### src/rtl/booth_pkg.sv
// Shared types and helpers for the sequential radix-2 Booth multiplier.
package booth_pkg;

   typedef enum logic [1:0] {
      IDLE = 2'd0,
      RUN  = 2'd1,
      DONE = 2'd2
   } state_e;

   // Iteration counter must hold 0..width (width+1 Booth steps).
   function automatic int cnt_width(input int width);
      return $clog2(width + 1);
   endfunction

endpackage

### src/rtl/booth_seq_mult_if.sv
// Operand/result handshake bundle for booth_seq_mult.
interface booth_seq_mult_if #(parameter int WIDTH = 8);
   logic                 in_valid;
   logic                 in_ready;
   logic                 in_signed;
   logic [WIDTH-1:0]     in_a;
   logic [WIDTH-1:0]     in_b;
   logic                 out_valid;
   logic                 out_ready;
   logic [2*WIDTH-1:0]   out_product;
   logic                 busy;

   // Operand source / result consumer side.
   modport master (
      output in_valid, in_signed, in_a, in_b, out_ready,
      input  in_ready, out_valid, out_product, busy
   );

   // Multiplier side.
   modport slave (
      input  in_valid, in_signed, in_a, in_b, out_ready,
      output in_ready, out_valid, out_product, busy
   );
endinterface

### src/rtl/booth_step.sv
// One radix-2 Booth iteration: add/subtract M per {Q[0], q_m1}, then
// arithmetic right shift of {A, Q, q_m1}. Purely combinational.
module booth_step #(
   parameter int WIDTH = 8
) (
   input  logic [WIDTH:0] a,
   input  logic [WIDTH:0] q,
   input  logic           q_m1,
   input  logic [WIDTH:0] m,
   output logic [WIDTH:0] a_nx,
   output logic [WIDTH:0] q_nx,
   output logic           q_m1_nx
);
   logic [WIDTH:0] sum;

   // Recode the bit pair, then shift with A's MSB replicated.
   always_comb begin
      sum = a;
      case ({q[0], q_m1})
         2'b10:   sum = a - m;
         2'b01:   sum = a + m;
         default: sum = a;
      endcase
      {a_nx, q_nx, q_m1_nx} = {sum[WIDTH], sum, q};
   end
endmodule

### src/rtl/booth_seq_mult.sv
// Sequential radix-2 Booth multiplier, WIDTH+1 iterations per operation on
// operands extended by one bit so both signed and unsigned results are exact.
module booth_seq_mult
   import booth_pkg::*;
#(
   parameter int WIDTH = 8
) (
   input  logic            clk,
   input  logic            rst,
   booth_seq_mult_if.slave bus
);
   localparam int CW = cnt_width(WIDTH);
   localparam logic [1:0] S_IDLE = IDLE;
   localparam logic [1:0] S_RUN  = RUN;
   localparam logic [1:0] S_DONE = DONE;

   logic [1:0]         state;
   logic               rst_q;
   logic [WIDTH:0]     m_r, a_r, q_r;
   logic               qm1_r;
   logic [CW-1:0]      cnt;
   logic [2*WIDTH-1:0] prod;

   logic [WIDTH:0]     a_nx, q_nx;
   logic               qm1_nx;
   logic [2*WIDTH-1:0] prod_nx;
   logic               accept;

   booth_step #(.WIDTH(WIDTH)) u_step (
      .a       (a_r),
      .q       (q_r),
      .q_m1    (qm1_r),
      .m       (m_r),
      .a_nx    (a_nx),
      .q_nx    (q_nx),
      .q_m1_nx (qm1_nx)
   );

   // Low 2*WIDTH bits of the post-step {A, Q}; the top two bits are redundant sign.
   assign prod_nx = {a_nx[WIDTH-2:0], q_nx};
   assign accept  = bus.in_valid && bus.in_ready;

   // Registered copy of reset keeps in_ready low during reset without a comb path from rst.
   always_ff @(posedge clk) begin
      rst_q <= rst;
   end

   // FSM, operand capture, iteration and result load.
   always_ff @(posedge clk) begin
      if (rst) begin
         state <= S_IDLE;
         m_r   <= '0;
         a_r   <= '0;
         q_r   <= '0;
         qm1_r <= 1'b0;
         cnt   <= '0;
         prod  <= '0;
      end else begin
         case (state)
            S_IDLE: if (accept) begin
               m_r   <= {bus.in_signed & bus.in_a[WIDTH-1], bus.in_a};
               q_r   <= {bus.in_signed & bus.in_b[WIDTH-1], bus.in_b};
               a_r   <= '0;
               qm1_r <= 1'b0;
               cnt   <= '0;
               state <= S_RUN;
            end
            S_RUN: begin
               a_r   <= a_nx;
               q_r   <= q_nx;
               qm1_r <= qm1_nx;
               cnt   <= cnt + 1'b1;
               if (cnt == CW'(WIDTH)) begin
                  prod  <= prod_nx;
                  state <= S_DONE;
               end
            end
            S_DONE: if (bus.out_ready) state <= S_IDLE;
            default: state <= S_IDLE;
         endcase
      end
   end

   assign bus.in_ready    = (state == S_IDLE) && !rst_q;
   assign bus.out_valid   = (state == S_DONE);
   assign bus.busy        = (state == S_RUN) || (state == S_DONE);
   assign bus.out_product = prod;
endmodule
### src/flat_wrapper.sv
// flat-port wrapper written by rule: the top's interface ports become plain ports
module booth_seq_mult_flat import booth_pkg::*;
#(
   parameter int WIDTH = 8
)
  (clk, rst, bus_in_valid, bus_in_signed, bus_in_a, bus_in_b, bus_out_ready, bus_in_ready, bus_out_valid, bus_out_product, bus_busy);
  booth_seq_mult_if #(.WIDTH(WIDTH)) bus_i ();
  input  logic clk;
  input  logic rst;
  input wire logic [$bits(bus_i.in_valid)-1:0] bus_in_valid;
  input wire logic [$bits(bus_i.in_signed)-1:0] bus_in_signed;
  input wire logic [$bits(bus_i.in_a)-1:0] bus_in_a;
  input wire logic [$bits(bus_i.in_b)-1:0] bus_in_b;
  input wire logic [$bits(bus_i.out_ready)-1:0] bus_out_ready;
  output wire logic [$bits(bus_i.in_ready)-1:0] bus_in_ready;
  output wire logic [$bits(bus_i.out_valid)-1:0] bus_out_valid;
  output wire logic [$bits(bus_i.out_product)-1:0] bus_out_product;
  output wire logic [$bits(bus_i.busy)-1:0] bus_busy;
  assign bus_i.in_valid = bus_in_valid;
  assign bus_i.in_signed = bus_in_signed;
  assign bus_i.in_a = bus_in_a;
  assign bus_i.in_b = bus_in_b;
  assign bus_i.out_ready = bus_out_ready;
  assign bus_in_ready = bus_i.in_ready;
  assign bus_out_valid = bus_i.out_valid;
  assign bus_out_product = bus_i.out_product;
  assign bus_busy = bus_i.busy;
  booth_seq_mult #(.WIDTH(WIDTH)) u_core (.clk(clk), .rst(rst), .bus(bus_i));
endmodule
### config.mk
export PLATFORM = sky130hd
export DESIGN_NAME = booth_seq_mult_flat
export DESIGN_NICKNAME = d
export VERILOG_FILES = /design/src/rtl/booth_pkg.sv /design/src/rtl/booth_seq_mult_if.sv /design/src/rtl/booth_step.sv /design/src/rtl/booth_seq_mult.sv /design/src/flat_wrapper.sv
export SDC_FILE = /design/constraint.sdc
export NUM_CORES = 1
export LEC_CHECK = 0
export CORE_MARGIN = 4
export CORE_UTILIZATION = 54
export CTS_CLUSTER_SIZE = 16
export DETAILED_ROUTE_END_ITERATION = 16
export PLACE_DENSITY = 0.87
export SETUP_SLACK_MARGIN = 0.02
export SLEW_MARGIN = 10
export SYNTH_ARGS = -nofsm -noshare
export SYNTH_HDL_FRONTEND = slang
export SYNTH_SLANG_ARGS = --single-unit
### constraint.sdc
create_clock -name clk -period 3.4 [get_ports clk]
set_clock_uncertainty 0.2 [all_clocks]
set_input_delay 0.68 -clock clk [delete_from_list [all_inputs] [get_ports clk]]
set_output_delay 0.68 -clock clk [all_outputs]
set_load 0.005 [all_outputs]
# Word level (Yosys, flattened, before mapping)
# Index checks and enable logic that the tools add are counted.
classes:
  addsub: 3
  eq_ne: 8
  muxes: 13
  n_bitwise: 2
  reduce_logical: 10
ops:
  columns: ["cell", "count"]
  rows:
  - ["$pmux W9 S2", 3]
  - ["$mux W9", 2]
  - ["$add A9 B9 Y9", 1]
  - ["$sub A9 B9 Y9", 1]
  - ["$pmux W4 S2", 1]
  - ["$mux W2", 3]
  - ["$pmux W2 S3", 1]
  - ["$reduce_and A2 Y1", 3]
  - ["$add A4 B1 Y4 const B", 1]
  - ["$eq A2 B1 Y1 const B", 2]
  - ["$eq A2 B2 Y1 const B", 2]
  - ["$eq A4 B4 Y1 const B", 1]
  - ["$mux W4", 1]
  - ["$ne A2 B1 Y1 const B", 2]
  - ["$reduce_and A3 Y1", 1]
  - ["$and A1 B1 Y1", 2]
  - ["$logic_and A1 B1 Y1", 2]
  - ["$logic_not A2 Y1", 1]
  - ["$ne A2 B2 Y1 const B", 1]
  - ["$pmux W1 S2", 1]
  - ["$reduce_bool A2 Y1", 1]
  - ["$logic_not A1 Y1", 1]
  - ["$logic_or A1 B1 Y1", 1]
  - ["$mux W1", 1]
totals:
  reg_bits: 51
  input_bits: 21
  out_inout_bits: 19
  wordCells: 44

# Depth between registers and ports, before layout
# Gate-level depths: netlist of the first run.
logic_depth:
  ltp_word: 5
  depth_mapped: 11
  mapped_depth_nobuf: 10

# Hierarchy
# A second synthesis of the first run with hierarchy kept.
hier_totals:
  hier_cells: 360
  hier_area_um2: 3009.1
by_module_without_submodules:
  columns: ["mod", "n_inst", "cells_each", "area_each_um2", "seq_area_each_um2"]
  rows:
  - ["booth_seq_mult", 1, 252, 2223.4, 1021.0]
  - ["booth_step", 1, 108, 785.8, 0.0]

# Least setup slack after synthesis of the first run
# OpenSTA, ideal clock, no wires.
synth_path:
  path_type: "register to register"
  start: "reg u_core.q_r[0]"
  end: "reg u_core.prod[14], in the netlist u_core.bus.out_product[14]"
  setup_time_ns: 0.091
  arrival_time_ns: 2.386
  t_required_ns: 3.109
  path_slack_ns: 0.723
  path_stages_with_launch: 11
  n_path_buf: 1
  period_less_slack_ns: 2.677
  path_cell_list: "dfxtp_1 inv_1 ha_1 clkbuf_1 mux2_2 fa_1 a21o_1 a221oi_2 xnor2_1 nand2b_1 a311oi_1"
synth_between:
  elab_chain_cells: 2
  elab_cells_between_ends: 3
  cone_classes: "eq/ne: 2; mux: 1"
synth_lines:
  columns: ["element", "line", "text"]
  rows:
  - ["start, declared", "booth_seq_mult.sv:19", "logic [WIDTH:0] m_r, a_r, q_r;"]
  - ["start signal, assigned", "booth_seq_mult.sv:62", "q_r <= {bus.in_signed & bus.in_b[WIDTH-1], bus.in_b};"]
  - ["start signal, assigned", "booth_seq_mult.sv:70", "q_r <= q_nx;"]
  - ["$eq A2 B1 Y1 or $eq A2 B2 Y1 (tied branches)", "booth_step.sv:19", "case ({q[0], q_m1})"]
  - ["$pmux W9 S2 *", "booth_step.sv:19", null]
  - ["end signal, assigned", "booth_seq_mult.sv:74", "prod <= prod_nx;"]
  - ["end, declared", "booth_seq_mult.sv:22", "logic [2*WIDTH-1:0] prod;"]
# Every way passes the cells marked *; elsewhere a longest branch is shown, timed or not.
# A chain may end at the register's enable or synchronous reset.

# Worst setup path after layout of the first run
layout_path:
  start: "reg u_core.m_r[2]"
  end: "reg u_core.a_r[7]"
layout_between:
  elab_chain_cells: 3
  elab_cells_between_ends: 4
  cone_classes: "add/sub: 2; mux: 2"
layout_lines:
  columns: ["element", "line", "text"]
  rows:
  - ["start, declared", "booth_seq_mult.sv:19", null]
  - ["start signal, assigned", "booth_seq_mult.sv:61", "m_r <= {bus.in_signed & bus.in_a[WIDTH-1], bus.in_a};"]
  - ["$add A9 B9 Y9 or $sub A9 B9 Y9 (tied branches)", "booth_step.sv:21, booth_step.sv:20", null]
  - ["$pmux W9 S2 *", "booth_step.sv:19", null]
  - ["$pmux W9 S2 *", "booth_seq_mult.sv:59", "case (state)"]
  - ["end signal, assigned", "booth_seq_mult.sv:69", "a_r <= a_nx;"]
  - ["end, declared", "booth_seq_mult.sv:19", null]
# Marks and branches as above.

==> impl_table.tex, run 1 <==
\begin{tabular}{lr}
\hline
Metric & Value \\
\hline
\multicolumn{2}{l}{\textbf{Setup path}} \\
\quad Crit-path cells & or3\_1, nor3\_1, nor2\_1, xor2\_1, ha\_1, and3\_1, a221oi\_2, o21ai\_1, xnor2\_1, o41ai\_2 \\
\quad Critical path arrival & between 2000 and 3000 ps \\
\quad CP Class & reg2reg \\
\quad Biggest cell delay along the critical path & approximately 400 ps \\
\quad Startpoint kind of the worst setup timing path & register \\
\quad Cell with the largest stage delay on the worst path & sky130\_fd\_sc\_hd\_\_or3\_1 \\
\quad Critical path required time & roughly 3400 ps \\
\quad Max FO, Critical Path & 6 \\
\quad Buffer and inverter count on the worst path & 0 \\
\quad Critical Path End Type & register \\
\quad Crit-path leading delay family & simple AND/OR/NAND/NOR gates \\
\multicolumn{2}{l}{\textbf{Die}} \\
\quad Floorplan Core Area & about 4700 um2 \\
\quad Starting Density & between 50 and 60\% \\
\quad Die area & 6060 um2 \\
\quad Die height & 77.9 um \\
\quad Die Span X & slightly below 80 um \\
\quad Num rows & 25 \\
\quad \# IOs & 40 \\
\multicolumn{2}{l}{\textbf{Detailed routing}} \\
\quad Final routed DRC violation total & 0 \\
\quad Post-DRT Antenna Nets & 0 \\
\quad First DRT Iteration DRCs & around 170 \\
\quad Average wire length per cell after detail routing & about 14 um \\
\quad Detailed Routing Iterations Pass 1 & 4 \\
\quad Vias after detailed routing & approximately 2,200 \\
\quad Final Routed Wirelength & between 5 and 6 mm \\
\quad Via-per-instance ratio & about 5.5 \\
\multicolumn{2}{l}{\textbf{Place}} \\
\quad Post-detailed-placement half-perimeter wirelength & slightly above 4 mm \\
\quad Routability congestion estimate & just over 0.8 \\
\quad Port buffer count & 39 \\
\multicolumn{2}{l}{\textbf{Synthesis}} \\
\quad Part of the Yosys area used for sequential elements & a little under two fifths \\
\quad Compound-cell area share of the yosys netlist & slightly below 20\% \\
\quad Synthesized-area fraction occupied by xor and xnor cells & 4.32\% \\
\quad Simple-gate share of the synthesized area & between 10\% and 20\% \\
\quad Area fraction of the dominant cell type after synthesis & $\sim$38\% \\
\quad Fraction of the mapped netlist area in adder cells & approximately 8.4\% \\
\quad Largest family of logic cells by synthesized area & compound AO/OA/AOI/OAI gates \\
\quad Count of cell types in the netlist & 46 \\
\quad Async set-or-reset flop fraction in the synthesized netlist & 0\% \\
\quad Synth top area cells & sky130\_fd\_sc\_hd\_\_dfxtp\_1 38\%, sky130\_fd\_sc\_hd\_\_mux2i\_1 8.0\%, sky130\_fd\_sc\_hd\_\_ha\_1 7.6\%, sky130\_fd\_sc\_hd\_\_nor2\_1 6.4\%, sky130\_fd\_sc\_hd\_\_a21oi\_1 4.7\% \\
\quad Top cell type by total area after synthesis & sky130\_fd\_sc\_hd\_\_dfxtp\_1 \\
\quad Flip-flop cell with the highest count after synthesis & sky130\_fd\_sc\_hd\_\_dfxtp\_1 \\
\quad Fraction of synthesized area in multiplexers & between 8 and 9\% \\
\quad Mapped Cells & 300 \\
\quad Net count after synthesis & roughly 340 \\
\quad Cell area after technology mapping & about 2600 um2 \\
\quad Per-instance average area after synthesis & approximately 8.8 um2 \\
\quad Synthesized flop and latch total & 50 \\
\quad Count of synthesis-stage warnings from yosys & 0 \\
\quad Number of flops mapped to enable cells by yosys & 0 \\
\multicolumn{2}{l}{\textbf{Timing}} \\
\quad TNS Setup & 0 ps \\
\quad Worst Tran Pin Value & 833 ps \\
\quad Final hold violation count & 0 \\
\quad Final setup fails & 0 \\
\quad Max Slew Vio Count & 0 \\
\quad Worst slew margin & 44.5\% \\
\quad Post-route fraction of the period consumed by the critical path & 84.1\% \\
\quad Shortest clock period the worst path allows after layout & around 2900 ps \\
\quad RSZ-0062 raised after global routing & no \\
\quad Final hold slack & $\sim$260 ps \\
\quad Peak clock frequency supported by timing & about 0.35 GHz \\
\multicolumn{2}{l}{\textbf{Clock network}} \\
\quad Number of buffers on the longest clock path & 2 \\
\quad Quantity of hold-fixing buffers added after cts & 0 \\
\quad \# clock sinks & 50 \\
\quad Post-CTS resize count & 0 \\
\quad CTS clock-pin slew for the worst setup and hold paths & 90 ps \\
\quad Depth of the CTS H-tree & 2 \\
\quad Clock tree from TritonCTS & built \\
\quad Clock latency reported for the late side of the worst-skew pair & between 300 and 400 ps \\
\quad Clk root buf & sky130\_fd\_sc\_hd\_\_clkbuf\_8 \\
\quad Number of buffers created by CTS & 5 \\
\quad Post-CTS Setup Inserts & 0 \\
\multicolumn{2}{l}{\textbf{GRT}} \\
\quad GRT overflow & 0 \\
\quad Total global-route track usage & between 10\% and 20\% \\
\quad Antenna violations before repair & 0 \\
\quad Vias in the first global route & about 2,100 \\
\quad Global-route wire length before repair & between 9 and 10 mm \\
\quad Maximum number of pins on one net before global-route repair & 49 \\
\multicolumn{2}{l}{\textbf{Pwr}} \\
\quad Maximum vdd drop & 0.347 mV \\
\quad Leakage power of the design & between 1 and 1.5 nW \\
\quad Power per unit of standard cell area & between 500 and 600 nW/um2 \\
\multicolumn{2}{l}{\textbf{Final layout}} \\
\quad Post-synthesis to final-layout area growth & 19.8\% \\
\quad Final net count & 371 \\
\quad Filler cells & 406 \\
\quad Area of combinational cells with multiple inputs & 1510 um2 \\
\quad Most used cells in the layout excluding fill and tap cells & 50 x sky130\_fd\_sc\_hd\_\_dfxtp\_1, 45 x sky130\_fd\_sc\_hd\_\_nor2\_1, 38 x sky130\_fd\_sc\_hd\_\_clkdlybuf4s50\_1 \\
\quad Fraction of final layout cells sized beyond drive strength 1 & $\sim$6.6\% \\
\quad Most common library cell in the layout ignoring fill and taps & sky130\_fd\_sc\_hd\_\_dfxtp\_1 \\
\quad N\_diodes & 0 \\
\quad Area taken by flip-flops and latches & between 1000 and 1500 um2 \\
\multicolumn{2}{l}{\textbf{Min path}} \\
\quad Hold crit path type & reg2reg \\
\multicolumn{2}{l}{\textbf{Run status}} \\
\quad Result of the run & completed \\
\multicolumn{2}{l}{\textbf{Flow run}} \\
\quad Max Cap Violations & 0 \\
\hline
\end{tabular}
-- worst paths after layout --
check	startpoint	endpoint	slack, ps	depth (start not counted)
hold / removal	u_core.bus.out_product[1]	u_core.bus.out_product[1]	260	2
setup / recovery	u_core.m_r[2]	u_core.a_r[7]	540	10
hold reg to reg	u_core.bus.out_product[1]	u_core.bus.out_product[1]	260	2
setup reg to reg	u_core.m_r[2]	u_core.a_r[7]	540	10
-- power by group --
group | internal [mW] | total (mW) | switching (mW)
sequential | 0.645 | 0.693 | 0.0484
combinational | 0.303 | 0.733 | 0.430
clock | 0.220 | 0.425 | 0.205
-- registers in the layout (all words and copies together) (netlist names) --
name and flops:
u_core.q_r 9, u_core.cnt 4, u_core.rst_q 1, u_core.qm1_r 1, u_core.bus.out_product 16, u_core.state 2
u_core.m_r 9, u_core.a_r 8
-- Yosys cell counts (all sizes together), types with 2 or more instances --
| cell | number |
|---|---|
| dfxtp | 50 |
| nor2 | 45 |
| nand2 | 29 |
| a21oi | 26 |
| mux2i | 21 |
| ha | 16 |
| a211oi | 12 |
| inv | 11 |
| buf | 10 |
| xnor2 | 8 |
| clkbuf | 7 |
| o21ai | 7 |
| nand3b | 6 |
| a21o | 5 |
| xor2 | 5 |
| a22oi | 3 |
| a311oi | 3 |
| a41oi | 3 |
| nand2b | 3 |
| nand3 | 3 |
| nor3 | 3 |
| o41ai | 3 |
| or3 | 3 |
| a221oi | 2 |
| nand4 | 2 |
| nor2b | 2 |
| o31ai | 2 |
-- kinds of logic after synthesis --
family          Yosys count
simple gates             98
compound gates           72
flops                    50
buf+inv                  28
mux                      22
fa+ha+maj                17
xor+xnor                 13
-- per-stage QoR --
stage | util [%] | setup slack [ps] | instance area (um2) | cells | power, mW
floorplan | - | 723 | 2640 | 300 | 1.27
global placement | 64.5 | 669 | 3050 | 393 | 1.41
detailed placement | 64.5 | 582 | 3050 | 393 | 1.43
CTS | 66.8 | 559 | 3160 | 401 | 1.86
global route | 66.8 | 342 | 3160 | 401 | 1.97
finish | 66.8 | 542 | 3160 | 401 | 1.85
-- routing by layer --
layer  wire, um  vias to the layer above  part of all wire [%]  global-route usage [%]
met1       2750                     1014                    48                    25.2
met5          0                        -                     0                       0
met4         56                        0                  0.98                    5.87
met3        215                        5                   3.8                    4.18
li1           -                     1120                     -                       -
met2       2700                       47                    47                    32.1
-- layout make-up --
| type | instances | share of cell area, % |
|---|---|---|
| clock buffers | 6 | 2.30 |
| clock inverters | 2 | 1.19 |
| inverters | 11 | 1.31 |
| multi-input cells | 222 | 47.7 |
| flip-flops and latches | 50 | 31.7 |
| well taps | 67 | 2.66 |
| repair buffers | 43 | 13.2 |
-- worst register-to-register path: stages (launching register included) --
cell	delay, ps
sky130_fd_sc_hd__dfxtp_1	360
sky130_fd_sc_hd__or3_1	400
sky130_fd_sc_hd__nor3_1	230
sky130_fd_sc_hd__nor2_1	90
sky130_fd_sc_hd__xor2_1	150
sky130_fd_sc_hd__ha_1	340
sky130_fd_sc_hd__and3_1	220
sky130_fd_sc_hd__a221oi_2	290
sky130_fd_sc_hd__o21ai_1	140
sky130_fd_sc_hd__xnor2_1	150
sky130_fd_sc_hd__o41ai_2	200
Note: power is estimated with default switching activity, not from simulation.
==> run 2, diff against run 1 <==
Settings changed: CORE_UTILIZATION 54 to 49, PLACE_DENSITY 0.87 to 0.83.
Clock period 3.4 ns to 2.4 ns, I/O delays scaled along.
==> run 2 against run 1 <==
The flow now finishes with violations (negative setup slack). Final cell count is 7.0% higher. Critical path depth stayed put. Die area increased by 9.1%. Combinational power up 83%. Clock power is 27% higher. Routed wire length up 12%. Via count grew 8.2%. Power increased by 55%. Highest routed layer unchanged.
==> impl_table.tex, run 2 (synthesis results as in run 1) <==
\begin{tabular}{lr}
\hline
Metric & Value \\
\hline
\multicolumn{2}{l}{\textbf{Detailed routing}} \\
\quad Final Routed Wirelength & 6.43 mm \\
\quad Routed met3 length & 358 um \\
\quad Post-DRT Antenna Nets & 0 \\
\quad Met2 routed wirelength & between 3 and 4 mm \\
\quad Metal1 wirelength & $\sim$2.9 mm \\
\quad Detailed Routing Iterations Pass 1 & 4 \\
\quad Via-per-instance ratio & 5.51 \\
\quad First DRT Iteration DRCs & between 100 and 150 \\
\quad Final routed DRC violation total & 0 \\
\quad Average wire length per cell after detail routing & between 10 and 15 um \\
\quad Vias after detailed routing & 2,365 \\
\quad Top layer in use & met4 \\
\multicolumn{2}{l}{\textbf{Die}} \\
\quad Die Span X & 81.3 um \\
\quad Starting Density & 50.9\% \\
\quad Floorplan Core Area & $\sim$5200 um2 \\
\quad Num rows & 26 \\
\quad Die height & 81.3 um \\
\quad Die area & $\sim$6600 um2 \\
\quad \# IOs & 40 \\
\multicolumn{2}{l}{\textbf{Setup path}} \\
\quad Critical Path End Type & register \\
\quad Worst path depth & 10 \\
\quad Crit-path cells & or3\_4, nor2\_1, a21oi\_2, xor2\_1, ha\_1, buf\_4, o21ai\_0, a221oi\_1, a21oi\_1, o41ai\_1 \\
\quad Max FO, Critical Path & 4 \\
\quad Buffer and inverter count on the worst path & 1 \\
\quad CP Class & reg2reg \\
\quad Number of cell instances on the worst register-to-register path & 10 \\
\quad Cell with the largest stage delay on the worst path & sky130\_fd\_sc\_hd\_\_or3\_4 \\
\quad Startpoint kind of the worst setup timing path & register \\
\quad Critical path required time & 2420 ps \\
\quad Crit-path leading delay family & compound AO/OA/AOI/OAI gates \\
\quad Critical path arrival & roughly 2700 ps \\
\quad Biggest cell delay along the critical path & roughly 400 ps \\
\multicolumn{2}{l}{\textbf{Run status}} \\
\quad Result of the run & finished with violations \\
\quad Violated checks & negative setup slack \\
\multicolumn{2}{l}{\textbf{Timing}} \\
\quad Max Slew Vio Count & 0 \\
\quad Final WS setup & -266 ps \\
\quad Final hold violation count & 0 \\
\quad Shortest clock period the worst path allows after layout & between 2000 and 3000 ps \\
\quad RSZ-0062 raised after global routing & yes \\
\quad Final hold slack & $\sim$260 ps \\
\quad Worst Tran Pin Value & around 630 ps \\
\quad Worst slew margin & around three fifths \\
\quad Post-route fraction of the period consumed by the critical path & 111\% \\
\quad TNS Setup & -1270 ps \\
\quad Final setup fails & 8 \\
\quad Peak clock frequency supported by timing & approximately 0.38 GHz \\
\multicolumn{2}{l}{\textbf{Final layout}} \\
\quad Fraction of final layout cells sized beyond drive strength 1 & 22.6\% \\
\quad Most used cells in the layout excluding fill and tap cells & 46 x sky130\_fd\_sc\_hd\_\_dfxtp\_1, 42 x sky130\_fd\_sc\_hd\_\_nor2\_1, 38 x sky130\_fd\_sc\_hd\_\_clkdlybuf4s50\_1 \\
\quad Post-layout instance area & 3530 um2 \\
\quad Final net count & 396 \\
\quad Final Util & 68.2\% \\
\quad Most common library cell in the layout ignoring fill and taps & sky130\_fd\_sc\_hd\_\_dfxtp\_1 \\
\quad Max reg flops & 16 \\
\quad Filler cells & $\sim$390 \\
\quad Post-synthesis to final-layout area growth & 33.9\% \\
\quad N\_diodes & 0 \\
\multicolumn{2}{l}{\textbf{GRT}} \\
\quad Global-route wire length before repair & 10.4 mm \\
\quad Maximum number of pins on one net before global-route repair & 35 \\
\quad GRT overflow & 0 \\
\quad Vias in the first global route & approximately 2,300 \\
\quad Antenna violations before repair & 0 \\
\quad Total global-route track usage & $\sim$20\% \\
\multicolumn{2}{l}{\textbf{Clock network}} \\
\quad \# clock sinks & 50 \\
\quad Number of buffers on the longest clock path & 2 \\
\quad Clock tree from TritonCTS & built \\
\quad CTS clock-pin slew for the worst setup and hold paths & around 100 ps \\
\quad Depth of the CTS H-tree & 2 \\
\quad Number of buffers created by CTS & 5 \\
\quad Clk root buf & sky130\_fd\_sc\_hd\_\_clkbuf\_8 \\
\quad Clock latency reported for the late side of the worst-skew pair & 310 ps \\
\multicolumn{2}{l}{\textbf{Place}} \\
\quad Post-detailed-placement half-perimeter wirelength & around 4.4 mm \\
\quad Post-DP Area & 3220 um2 \\
\quad Port buffer count & 39 \\
\quad Routability congestion estimate & 0.859 \\
\multicolumn{2}{l}{\textbf{Pwr}} \\
\quad Maximum vdd drop & 0.596 mV \\
\quad Final total power & $\sim$2.9 mW \\
\quad Leakage power of the design & 1.41 nW \\
\quad Power per unit of standard cell area & approximately 810 nW/um2 \\
\multicolumn{2}{l}{\textbf{Flow run}} \\
\quad Max Cap Violations & 0 \\
\multicolumn{2}{l}{\textbf{Min path}} \\
\quad Number of cells traversed by the worst hold path & 2 \\
\quad Hold crit path type & reg2reg \\
\hline
\end{tabular}
[run 2: area by class of cell]
type,count,area [um2],area share [%]
Clock buffer,6,82.6,2.34
Clock inverter,2,16.3,0.461
Inverter,11,41.3,1.17
Multi-Input combinational cell,222,1680,47.5
Sequential cell,50,1010,28.5
Tap cell,70,87.6,2.48
Timing Repair Buffer,68,618,17.5
[run 2: path summary, 6_finish.rpt]
| check | startpoint | slack (ps) | to |
|---|---|---|---|
| setup / recovery | u_core.m_r[2] | -270 | u_core.bus.out_product[15] |
| hold / removal | u_core.bus.out_product[10] | 260 | u_core.bus.out_product[10] |
| setup reg to reg | u_core.m_r[2] | -270 | u_core.bus.out_product[15] |
| hold reg to reg | u_core.bus.out_product[10] | 260 | u_core.bus.out_product[10] |
[run 2: repair_timing]
item	4_1_cts	5_1_grt
setup buffers	8	2
pin swaps	20	15
hold buffers	0	0
gates resized for setup	25	16
setup endpoints to repair	11	15
[run 2: power by group]
part           internal (mW)  total [mW]  switching (mW)
logic                  0.630        1.34           0.712
clock network          0.238       0.539           0.302
registers              0.916       0.981          0.0655
total                   1.78        2.86            1.08
[run 2: metal layers]
metal | global-route usage (%) | vias up
met2 | 32.2 | 76
met1 | 26.5 | 1103
met4 | 9.29 | 0
li1 | - | 1172
met3 | 3.44 | 14
met5 | 0 | -
[run 2: worst min-delay path, stage by stage (launching register included)]
cell                      delay (ps)
sky130_fd_sc_hd__dfxtp_1         320
sky130_fd_sc_hd__nand2_1          50
sky130_fd_sc_hd__a21oi_1          50
[run 2: stage by stage]
| stage | setup slack [ps] | instances |
|---|---|---|
| 6_report | -266 | 429 |
| 3_3_place_gp | -137 | 415 |
| 3_5_place_dp | -245 | 415 |
| 4_1_cts | -253 | 430 |
| 2_1_floorplan | -139 | 300 |
| 5_1_grt | -391 | 429 |
==> run 3, diff against run 2 <==
Settings changed: ABC_CLOCK_PERIOD_IN_PS set to 2400, CORE_UTILIZATION 49 to 50, SYNTH_HIERARCHICAL set to 1.
==> run 3 against run 2 <==
The flow still finishes with violations (negative setup slack). Count of clock-buffer cells in the layout decreased by 1. First-iteration DRC count is 95% higher. Register-to-register slack got worse by 450 ps. Sequential share of layout area shrank 2.2 points. Via count grew 24%. Critical path depth rose by 4. Combinational power down 19%. Sequential power decreased by 1%. Area after synthesis up 14%. Largest cell class unchanged. Largest power group unchanged.
==> impl_table.tex, run 3 <==
\begin{tabular}{lr}
\hline
Metric & Value \\
\hline
\multicolumn{2}{l}{\textbf{Run status}} \\
\quad Result of the run & finished with violations \\
\quad Violated checks & negative setup slack \\
\multicolumn{2}{l}{\textbf{Die}} \\
\quad \# IOs & 40 \\
\quad Floorplan Core Area & $\sim$5700 um2 \\
\quad Die area & 7320 um2 \\
\quad Die height & 85.6 um \\
\quad Die Span X & $\sim$86 um \\
\quad Num rows & 27 \\
\quad Starting Density & a little over half \\
\multicolumn{2}{l}{\textbf{Clock network}} \\
\quad Number of buffers created by CTS & 5 \\
\quad \# clock sinks & between 50 and 60 \\
\quad Clock tree from TritonCTS & built \\
\quad Clk root buf & sky130\_fd\_sc\_hd\_\_clkbuf\_8 \\
\quad Number of buffers on the longest clock path & 2 \\
\quad CTS clock-pin slew for the worst setup and hold paths & approximately 110 ps \\
\quad Depth of the CTS H-tree & 2 \\
\quad Clock latency reported for the late side of the worst-skew pair & 320 ps \\
\multicolumn{2}{l}{\textbf{Setup path}} \\
\quad CP Class & reg2reg \\
\quad Number of cell instances on the worst register-to-register path & 14 \\
\quad Startpoint kind of the worst setup timing path & register \\
\quad Buffer and inverter count on the worst path & 2 \\
\quad Critical Path End Type & register \\
\quad Biggest cell delay along the critical path & 420 ps \\
\quad Crit-path cells & nor2\_4, nor4b\_4, buf\_4, nor2\_2, xor2\_1, ha\_1, buf\_4, or2\_1, a311o\_1, o211a\_1, mux2i\_1, nand4b\_1, o211ai\_1, a21oi\_1 \\
\quad Critical path arrival & between 3000 and 4000 ps \\
\quad Critical path required time & around 2400 ps \\
\quad Worst path depth & 14 \\
\quad Max FO, Critical Path & 5 \\
\quad Cell with the largest stage delay on the worst path & sky130\_fd\_sc\_hd\_\_a311o\_1 \\
\quad Crit-path leading delay family & compound AO/OA/AOI/OAI gates \\
\quad Most frequent cell on the critical path & sky130\_fd\_sc\_hd\_\_buf\_4 \\
\multicolumn{2}{l}{\textbf{Final layout}} \\
\quad Post-synthesis to final-layout area growth & 30.4\% \\
\quad Max reg flops & 16 \\
\quad Filler cells & 450 \\
\quad Most used cells in the layout excluding fill and tap cells & 58 x sky130\_fd\_sc\_hd\_\_nand2\_1, 45 x sky130\_fd\_sc\_hd\_\_dfxtp\_1, 44 x sky130\_fd\_sc\_hd\_\_buf\_4 \\
\quad Fraction of final layout cells sized beyond drive strength 1 & 24.9\% \\
\quad N\_diodes & 0 \\
\quad Final net count & approximately 460 \\
\quad Most common library cell in the layout ignoring fill and taps & sky130\_fd\_sc\_hd\_\_nand2\_1 \\
\multicolumn{2}{l}{\textbf{GRT}} \\
\quad Maximum number of pins on one net before global-route repair & 22 \\
\quad Global-route wire length before repair & about 14 mm \\
\quad Vias in the first global route & slightly below 3,000 \\
\quad Antenna violations before repair & 0 \\
\quad Total global-route track usage & 22.8\% \\
\quad GRT overflow & 0 \\
\multicolumn{2}{l}{\textbf{Synthesis}} \\
\quad Leading cell type by number of instances after synthesis & sky130\_fd\_sc\_hd\_\_nand2\_1 \\
\quad Net count after synthesis & approximately 400 \\
\quad Flip-flop cell with the highest count after synthesis & sky130\_fd\_sc\_hd\_\_dfxtp\_1 \\
\quad Per-instance average area after synthesis & 8.36 um2 \\
\quad Synthesized flop and latch total & 51 \\
\quad Count of cell types in the netlist & between 50 and 60 \\
\quad Number of flops mapped to enable cells by yosys & 0 \\
\quad Area fraction of the dominant cell type after synthesis & about a third \\
\quad Synth top area cells & sky130\_fd\_sc\_hd\_\_dfxtp\_1 34\%, sky130\_fd\_sc\_hd\_\_a21oi\_1 7.3\%, sky130\_fd\_sc\_hd\_\_nand2\_1 7.2\%, sky130\_fd\_sc\_hd\_\_ha\_1 7.1\%, sky130\_fd\_sc\_hd\_\_o211ai\_1 3.7\% \\
\quad Part of the Yosys area used for sequential elements & between 30\% and 40\% \\
\quad Most instantiated cells after synthesis & 58 x sky130\_fd\_sc\_hd\_\_nand2\_1, 51 x sky130\_fd\_sc\_hd\_\_dfxtp\_1, 44 x sky130\_fd\_sc\_hd\_\_a21oi\_1 \\
\quad Async set-or-reset flop fraction in the synthesized netlist & 0\% \\
\quad Cell area after technology mapping & 3010 um2 \\
\quad Mapped Cells & 360 \\
\quad Top cell type by total area after synthesis & sky130\_fd\_sc\_hd\_\_dfxtp\_1 \\
\quad Count of synthesis-stage warnings from yosys & 6 \\
\multicolumn{2}{l}{\textbf{Timing}} \\
\quad TNS Setup & -4090 ps \\
\quad Shortest clock period the worst path allows after layout & roughly 3100 ps \\
\quad RSZ-0062 raised after global routing & yes \\
\quad Worst slew margin & approximately half \\
\quad Final setup fails & 12 \\
\quad Final WS setup & -715 ps \\
\quad Final hold violation count & 0 \\
\quad Max Slew Vio Count & 0 \\
\quad Worst Tran Pin Value & between 700 and 800 ps \\
\quad Post-route fraction of the period consumed by the critical path & 130\% \\
\quad Peak clock frequency supported by timing & about 0.32 GHz \\
\multicolumn{2}{l}{\textbf{Place}} \\
\quad Port buffer count & 39 \\
\quad Routability congestion estimate & between 0.9 and 1 \\
\quad Post-detailed-placement half-perimeter wirelength & 5.44 mm \\
\multicolumn{2}{l}{\textbf{Pwr}} \\
\quad Fraction of power consumed by the clock network & a little over a fifth \\
\quad Switching Share & 37.1\% \\
\quad Maximum vdd drop & $\sim$0.4 mV \\
\quad Relative contribution of combinational cells to total power & 41.5\% \\
\quad Power per unit of standard cell area & between 600 and 700 nW/um2 \\
\quad Final total power & 2.60 mW \\
\quad Leakage power of the design & 1.51 nW \\
\quad Internal portion of total power & $\sim$1.6 mW \\
\quad Total net switching power & around 0.96 mW \\
\quad Part of the power in registers & between 30 and 40\% \\
\multicolumn{2}{l}{\textbf{Detailed routing}} \\
\quad Vias after detailed routing & 2,940 \\
\quad Via-per-instance ratio & 5.96 \\
\quad Final Routed Wirelength & between 8 and 9 mm \\
\quad Average wire length per cell after detail routing & about 17 um \\
\quad First DRT Iteration DRCs & about 210 \\
\quad Post-DRT Antenna Nets & 0 \\
\quad Final routed DRC violation total & 0 \\
\quad Detailed Routing Iterations Pass 1 & 5 \\
\multicolumn{2}{l}{\textbf{Flow run}} \\
\quad Max Cap Violations & 0 \\
\multicolumn{2}{l}{\textbf{Min path}} \\
\quad Number of cells traversed by the worst hold path & 2 \\
\quad Hold crit path type & reg2reg \\
\hline
\end{tabular}
## run 3: timing repair
action                     CTS  global route
gates resized for setup     29            22
pin swaps                   31            16
buffers inserted             7             7
setup endpoints to repair   14            16
hold buffers                 0             0
## run 3: per-stage QoR
step / utilization (%) / cells / worst slack, ps / instance area [um2] / hold WS (ps)
2_1_floorplan: - / 360 / -581 / 3050 / 253
3_3_place_gp: 62.8 / 474 / -519 / 3560 / 244
3_5_place_dp: 62.8 / 474 / -663 / 3560 / 249
4_1_cts: 67.2 / 488 / -681 / 3810 / 260
5_1_grt: 69.1 / 493 / -773 / 3920 / 293
6_report: 69.1 / 493 / -715 / 3920 / 261
## run 3: worst paths after layout
check | start | endpoint | slack [ps]
worst max-delay path | u_core/m_r[3] | u_core/a_r[8] | -710
worst min-delay path | u_core/bus.out_product[15] | u_core/bus.out_product[15] | 260
worst max register to register | u_core/m_r[3] | u_core/a_r[8] | -710
worst min register to register | u_core/bus.out_product[15] | u_core/bus.out_product[15] | 260
## run 3: logic make-up (layout without fill, tap and decap cells)
| logic type | after synthesis | after routing | share of synthesized area (%) |
|---|---|---|---|
| flip-flops | 51 | 51 | 33.9 |
| AND/OR/NAND/NOR | 121 | 121 | 20.0 |
| XOR/XNOR | 11 | 11 | 3.83 |
| buffers and inverters | 51 | 112 | 10.1 |
| AO/OA/AOI/OAI | 97 | 97 | 20.7 |
| adder cells (fa/ha/maj) | 18 | 18 | 7.73 |
| multiplexers | 11 | 11 | 3.74 |
## run 3: final cells by class
type	instances	area, um2	area share, %
sequential	51	1030	26.3
inverter	16	62.6	1.59
clock buffer	5	68.8	1.75
timing repair buffer	88	779	19.9
clock inverter	3	27.5	0.702
tap	72	90.1	2.30
multi-input combinational	258	1860	47.4
## run 3: worst min-delay path: stages (launching register included)
cell,delay (ps)
sky130_fd_sc_hd__dfxtp_1,320
sky130_fd_sc_hd__nand2_1,50
sky130_fd_sc_hd__a21oi_1,50
## run 3: metal layers
layer | global-route usage (%) | share of wire [%] | routed length (um) | up-vias
li1 | - | - | - | 1375
met1 | 26.8 | 39 | 3250 | 1374
met2 | 39.6 | 50 | 4150 | 147
met3 | 4.42 | 7.0 | 587 | 44
met4 | 11.2 | 4.3 | 359 | 0
met5 | 0 | 0 | 0 | -
## run 3: power groups by stage
stage,combinational [mW],clock [mW],sequential [mW]
after floorplan,0.711,0,0.966
after global placement,0.886,0,0.979
after detailed placement,0.913,0,0.983
after CTS,0.997,0.556,0.965
after global routing,1.16,0.592,0.976
final,1.08,0.554,0.967
